==> config.mk <==
export PLATFORM = sky130hd
export DESIGN_NAME = id_ex_ctrl_stage
export DESIGN_NICKNAME = d
export VERILOG_FILES = /design/src/rtl/id_ex_ctrl_stage.sv
export SDC_FILE = /design/constraint.sdc
export NUM_CORES = 1
export LEC_CHECK = 0
export ABC_AREA = 1
export ABC_CLOCK_PERIOD_IN_PS = 3800
export CAP_MARGIN = 20
export CELL_PAD_IN_SITES_DETAIL_PLACEMENT = 1
export CELL_PAD_IN_SITES_GLOBAL_PLACEMENT = 1
export CORE_MARGIN = 2
export CORE_UTILIZATION = 30
export CTS_CLUSTER_DIAMETER = 100
export DETAILED_ROUTE_END_ITERATION = 16
export MAX_ROUTING_LAYER = met4
export PLACE_DENSITY_LB_ADDON = 0.08
export SYNTH_ARGS = -nofsm -noshare
export SYNTH_HDL_FRONTEND = slang
export SYNTH_SLANG_ARGS = --single-unit
==> constraint.sdc <==
create_clock -name clk -period 3.8 [get_ports clk]
set_input_delay 0.95 -clock clk [delete_from_list [all_inputs] [get_ports clk]]
set_output_delay 0.95 -clock clk [all_outputs]
set_load 0.05 [all_outputs]
==> src/rtl/id_ex_ctrl_stage.sv <==
// RV32I ID->EX control stage: decodes the IF/ID instruction into the EX control bundle,
// handles load-use bubbles, redirect flushes and cache holds. Optional macro: ID_EX_CTRL_RV32M_EN.
module id_ex_ctrl_stage #(
    parameter int ALU_CTRL_W = 5,
    parameter int REG_ADDR_W = 5
) (
    input  logic                  clk,
    input  logic                  rst,
    input  logic                  id_valid,
    input  logic [6:0]            opcode,
    input  logic [2:0]            func3,
    input  logic [6:0]            func7,
    input  logic [REG_ADDR_W-1:0] rs1,
    input  logic [REG_ADDR_W-1:0] rs2,
    input  logic [REG_ADDR_W-1:0] rd,
    input  logic                  brnch,
    input  logic                  cache_busy,
    output logic                  ex_valid,
    output logic [ALU_CTRL_W-1:0] aluCont,
    output logic                  rdEn,
    output logic                  DMwriteEn,
    output logic                  ex_memRead,
    output logic                  ex_branch,
    output logic                  ex_jump,
    output logic [1:0]            rdmuxSel,
    output logic                  alumux1sel,
    output logic                  alumux2sel,
    output logic [2:0]            imm,
    output logic [REG_ADDR_W-1:0] ex_rd,
    output logic                  pcloadEn,
    output logic                  stall_id,
    output logic                  flush_id,
    output logic                  illegal_instr
);

    localparam logic [6:0] OP_R     = 7'b0110011;
    localparam logic [6:0] OP_I     = 7'b0010011;
    localparam logic [6:0] OP_LOAD  = 7'b0000011;
    localparam logic [6:0] OP_STORE = 7'b0100011;
    localparam logic [6:0] OP_B     = 7'b1100011;
    localparam logic [6:0] OP_JAL   = 7'b1101111;
    localparam logic [6:0] OP_JALR  = 7'b1100111;
    localparam logic [6:0] OP_LUI   = 7'b0110111;
    localparam logic [6:0] OP_AUIPC = 7'b0010111;

    logic [ALU_CTRL_W-1:0] alu_p0;
    logic       rden_p0, dmw_p0, mrd_p0, br_p0, jmp_p0, m1_p0, m2_p0, legal_p0;
    logic       rs1_used_p0, rs2_used_p0, hazard_p0, load_p0;
    logic [1:0] rdmux_p0;
    logic [2:0] imm_p0;

    // ---- decode (ID stage) ----
    always_comb begin
        alu_p0      = '0;
        rden_p0     = 1'b0;
        dmw_p0      = 1'b0;
        mrd_p0      = 1'b0;
        br_p0       = 1'b0;
        jmp_p0      = 1'b0;
        m1_p0       = 1'b0;
        m2_p0       = 1'b0;
        rdmux_p0    = 2'b00;
        imm_p0      = 3'b000;
        legal_p0    = 1'b1;
        rs1_used_p0 = 1'b0;
        rs2_used_p0 = 1'b0;
        case (opcode)
            OP_R: begin
                rs1_used_p0 = 1'b1;
                rs2_used_p0 = 1'b1;
                rden_p0     = 1'b1;
                if (func7 == 7'b0000000 || func7 == 7'b0100000) begin
                    alu_p0[3:0] = {func7[5], func3};
`ifdef ID_EX_CTRL_RV32M_EN
                end else if (func7 == 7'b0000001) begin
                    alu_p0[4]   = 1'b1;
                    alu_p0[2:0] = func3;
`endif
                end else begin
                    legal_p0 = 1'b0;
                end
            end
            OP_I: begin
                rs1_used_p0 = 1'b1;
                rden_p0     = 1'b1;
                m2_p0       = 1'b1;
                alu_p0[3:0] = {(func3 == 3'b101) ? func7[5] : 1'b0, func3};
                imm_p0      = (func3 == 3'b001 || func3 == 3'b101) ? 3'b101 : 3'b000;
            end
            OP_LOAD: begin
                rs1_used_p0 = 1'b1;
                rden_p0     = 1'b1;
                mrd_p0      = 1'b1;
                rdmux_p0    = 2'b01;
                m2_p0       = 1'b1;
            end
            OP_STORE: begin
                rs1_used_p0 = 1'b1;
                rs2_used_p0 = 1'b1;
                dmw_p0      = 1'b1;
                m2_p0       = 1'b1;
                imm_p0      = 3'b001;
            end
            OP_B: begin
                rs1_used_p0 = 1'b1;
                rs2_used_p0 = 1'b1;
                br_p0       = 1'b1;
                m1_p0       = 1'b1;
                m2_p0       = 1'b1;
                imm_p0      = 3'b010;
            end
            OP_JAL: begin
                jmp_p0   = 1'b1;
                rden_p0  = 1'b1;
                rdmux_p0 = 2'b10;
                m1_p0    = 1'b1;
                m2_p0    = 1'b1;
                imm_p0   = 3'b011;
            end
            OP_JALR: begin
                rs1_used_p0 = 1'b1;
                jmp_p0      = 1'b1;
                rden_p0     = 1'b1;
                rdmux_p0    = 2'b10;
                m2_p0       = 1'b1;
            end
            OP_LUI: begin
                rden_p0  = 1'b1;
                rdmux_p0 = 2'b11;
                imm_p0   = 3'b100;
            end
            OP_AUIPC: begin
                rden_p0 = 1'b1;
                m1_p0   = 1'b1;
                m2_p0   = 1'b1;
                imm_p0  = 3'b100;
            end
            default: legal_p0 = 1'b0;
        endcase
    end

    assign hazard_p0 = ex_valid && ex_memRead && (ex_rd != '0) && id_valid &&
                       ((ex_rd == rs1 && rs1_used_p0) || (ex_rd == rs2 && rs2_used_p0));
    assign pcloadEn  = ex_valid & (ex_jump | (ex_branch & brnch)) & ~cache_busy;
    assign flush_id  = pcloadEn;
    assign stall_id  = cache_busy | (hazard_p0 & ~pcloadEn);
    assign load_p0   = id_valid & legal_p0 & ~pcloadEn & ~hazard_p0;

    // ---- ID/EX register (EX stage) ----
    always_ff @(posedge clk) begin
        if (rst || (!cache_busy && !load_p0)) begin
            ex_valid   <= 1'b0;
            aluCont    <= '0;
            rdEn       <= 1'b0;
            DMwriteEn  <= 1'b0;
            ex_memRead <= 1'b0;
            ex_branch  <= 1'b0;
            ex_jump    <= 1'b0;
            rdmuxSel   <= 2'b00;
            alumux1sel <= 1'b0;
            alumux2sel <= 1'b0;
            imm        <= 3'b000;
            ex_rd      <= '0;
        end else if (!cache_busy) begin
            ex_valid   <= 1'b1;
            aluCont    <= alu_p0;
            rdEn       <= rden_p0;
            DMwriteEn  <= dmw_p0;
            ex_memRead <= mrd_p0;
            ex_branch  <= br_p0;
            ex_jump    <= jmp_p0;
            rdmuxSel   <= rdmux_p0;
            alumux1sel <= m1_p0;
            alumux2sel <= m2_p0;
            imm        <= imm_p0;
            ex_rd      <= rd;
        end
    end

`ifdef ID_EX_CTRL_RV32M_EN
    // Pulses only when an illegal instruction's bubble is actually loaded into EX.
    always_ff @(posedge clk) begin
        if (rst || cache_busy)
            illegal_instr <= 1'b0;
        else
            illegal_instr <= id_valid & ~legal_p0 & ~pcloadEn & ~hazard_p0;
    end
`else
    assign illegal_instr = 1'b0;
`endif

endmodule
==> impl_metrics.env <==
export IMPL_status="finished, final reports clean"
export IMPL_worstReg2RegStart="ex_rd[0]"
export IMPL_die_area_mm2=0.00530
export IMPL_max_slew_margin_pct=65.7
export IMPL_dp_cells=321
export IMPL_end_kind="output port"
export IMPL_synth_ff_type="dfxtp_1"
export IMPL_instances_no_fill=325
export IMPL_maxCapViolations=0
export IMPL_drive_gt1_share_pct=19.2
export IMPL_fp_row_count=25
export IMPL_layout_common_cells="clkdlybuf4s50_1, nand2_1, nor2_2"
export IMPL_grt_pass1_vias=1431
export IMPL_max_freq_mhz=271
export IMPL_clk_latency_ns=0.26
export IMPL_dpl_worst_slack_ns=0.152
export IMPL_synth_warnings=0
export IMPL_fill_cells=604
export IMPL_cts_sinks=22
export IMPL_synthArstFlopShare_pct=0
export IMPL_min_path_type="reg2reg"
export IMPL_wl_met3_um=158
export IMPL_grt_overflow=0
export IMPL_grt_max_degree=28
export IMPL_nets=309
export IMPL_cts_buffers=3
export IMPL_cts_tree="built"
export IMPL_min_from="imm[0]"
export IMPL_rr_endpoint="aluCont[3]"
export IMPL_dr_wl_met2_um=1940
export IMPL_area_growth_pct=50.2
export IMPL_vias_per_cell=4.56
export IMPL_fin_total_pwr_mw=0.557
export IMPL_drtPass1Iterations=4
export IMPL_holdBufCountCts=0
export IMPL_syn_inst=209
export IMPL_final_max_slew_viol_count=0
export IMPL_setup_viol_count_final=0
export IMPL_syn_mean_instance_area_um2=6.80
export IMPL_wl_met1_um=1890
export IMPL_maxUsedRoutingLayer="met4"
export IMPL_r2r_slack_ns=1.93
export IMPL_powerDensity_mw_per_mm2=261
export IMPL_worst_slew_pin_slew_ns=0.512
export IMPL_gp_congestion=0.885
export IMPL_ys_top_cells_by_area="dfxtp_1, nand2_1, nor2_2"
export IMPL_layout_commonest_cell="clkdlybuf4s50_1"
export IMPL_hold_ws_ns=0.525
export IMPL_hold_path_depth=2
export IMPL_post_route_cell_area_mm2=0.00213
export IMPL_critPathLaunchType="primary input"
export IMPL_grt_use_total_pct=16.0
export IMPL_coreArea_mm2=0.00463
export IMPL_place_area_mm2=0.00208
export IMPL_grt_pass1_wl_um=6490
export IMPL_skew_ns=0.0114
export IMPL_tns_ns=0
export IMPL_rsz0062_at_grt="false"
export IMPL_cts_resized=0
export IMPL_grt_antenna_before_repair=0
export IMPL_layout_setup_ws_ns=0.110
export IMPL_io_buffers=61
export IMPL_synth_cell_types=32
export IMPL_cts_buffer_depth=2
export IMPL_routed_wl_um=4010
export IMPL_crit_fanout=5
export IMPL_ios=64
export IMPL_yosysSeqAreaShare_pct=31.0
export IMPL_min_to="imm[0]"
export IMPL_start_util_pct=30.7
export IMPL_drc=0
export IMPL_cts_setup_buffers=0
export IMPL_synth_edf_count=0
export IMPL_arrival_ns=2.74
export IMPL_worst_endpoint_required_ns=2.85
export IMPL_worstSetupPathType="in2out"
export IMPL_layout_min_cycle_time_ns=3.69
export IMPL_syn_area_mm2=0.00142
export IMPL_yosysTopAreaCellShare_pct=31.0
export IMPL_dp_hpwl_um=3280
export IMPL_ff2ff_path_depth=14
export IMPL_ys_seq_elements=22
export IMPL_p_leak_nw=0.904
export IMPL_finalCritPeriodShare_pct=97.1
export IMPL_yosys_area_top_type="dfxtp_1"
export IMPL_num_vias=1481
export IMPL_drt_iter0_drc=37
export IMPL_wl_per_cell_um=12.3
export IMPL_diodes=0
export IMPL_clockRootBuffer="clkbuf_8"
export IMPL_hold_viol=0
export IMPL_ant_nets=0
export IMPL_die_x_um=72.8
export IMPL_fin_util_pct=46.1
export IMPL_dieHeight_um=72.8
export IMPL_ir_drop_mv=0.125
export IMPL_clk_pin_slew_worst_paths_ns=0.09
export IMPL_htreeDepth=1
final cells by class:
type,count,area (um^2),area share [%]
clock buffer,4,55.1,2.58
inverter,27,101,4.75
multi-input combinational,152,792,37.1
sequential,22,440,20.6
tap,54,67.6,3.17
timing repair buffer,66,678,31.8
where the power goes:
group	internal [mW]	leakage [nW]	switching [mW]
registers	0.236	0.179	0.00492
logic	0.0655	0.696	0.0804
clock network	0.0923	0.0288	0.0779
sequential cells by signal, indices dropped and copies added, names as in the netlist, 2 cells and up:
signal    flops
aluCont       4
ex_rd         5
imm           3
rdmuxSel      2
layer usage:
layer  vias up  global-route usage, %
li1        777                      -
met3         2                   1.66
met2        38                   27.0
met5         -                      -
met4         0                   4.32
met1       664                   20.5
worst max-delay path by stage:
stage,slack [ns],to,cells past startpoint,startpoint
after global placement,0.24,stall_id,10,opcode[1]
after CTS,0.14,stall_id,8,opcode[4]
after floorplan,0.19,stall_id,5,brnch
after detailed placement,0.15,stall_id,8,opcode[4]
after global routing,0.02,stall_id,8,opcode[4]
final,0.11,stall_id,8,opcode[4]
cell usage after synthesis, types with 2 or more instances:
cell type	count
nand2_2	3
clkbuf_8	2
nand4_1	4
inv_2	7
buf_4	4
dfxtp_1	22
nor3_1	3
inv_1	20
a21boi_0	2
nand2_1	46
buf_6	3
nand3_1	10
nand3b_1	2
a21oi_1	4
nor2_2	23
xnor2_1	2
a22oi_1	3
mux2i_1	2
o21ai_0	13
nor2_4	2
nor2_1	20
o22ai_1	2
critical path: stages:
cell and delay [ns]:
clkdlybuf4s50_1 0.58, nand3_1 0.17, a21oi_1 0.27, nand4_2 0.12, nand2_1 0.09, nand2_1 0.07
o21ai_0 0.30, buf_12 0.18
kinds of logic after synthesis:
family | Yosys count | synth area share (%)
buf+inv | 36 | 13.6
other cells | 1 | 0.264
compound gates | 27 | 11.0
flops | 22 | 31.0
xor+xnor | 2 | 1.23
simple gates | 119 | 41.5
mux | 2 | 1.41
No activity file was read; power rests on OpenSTA's default activity.
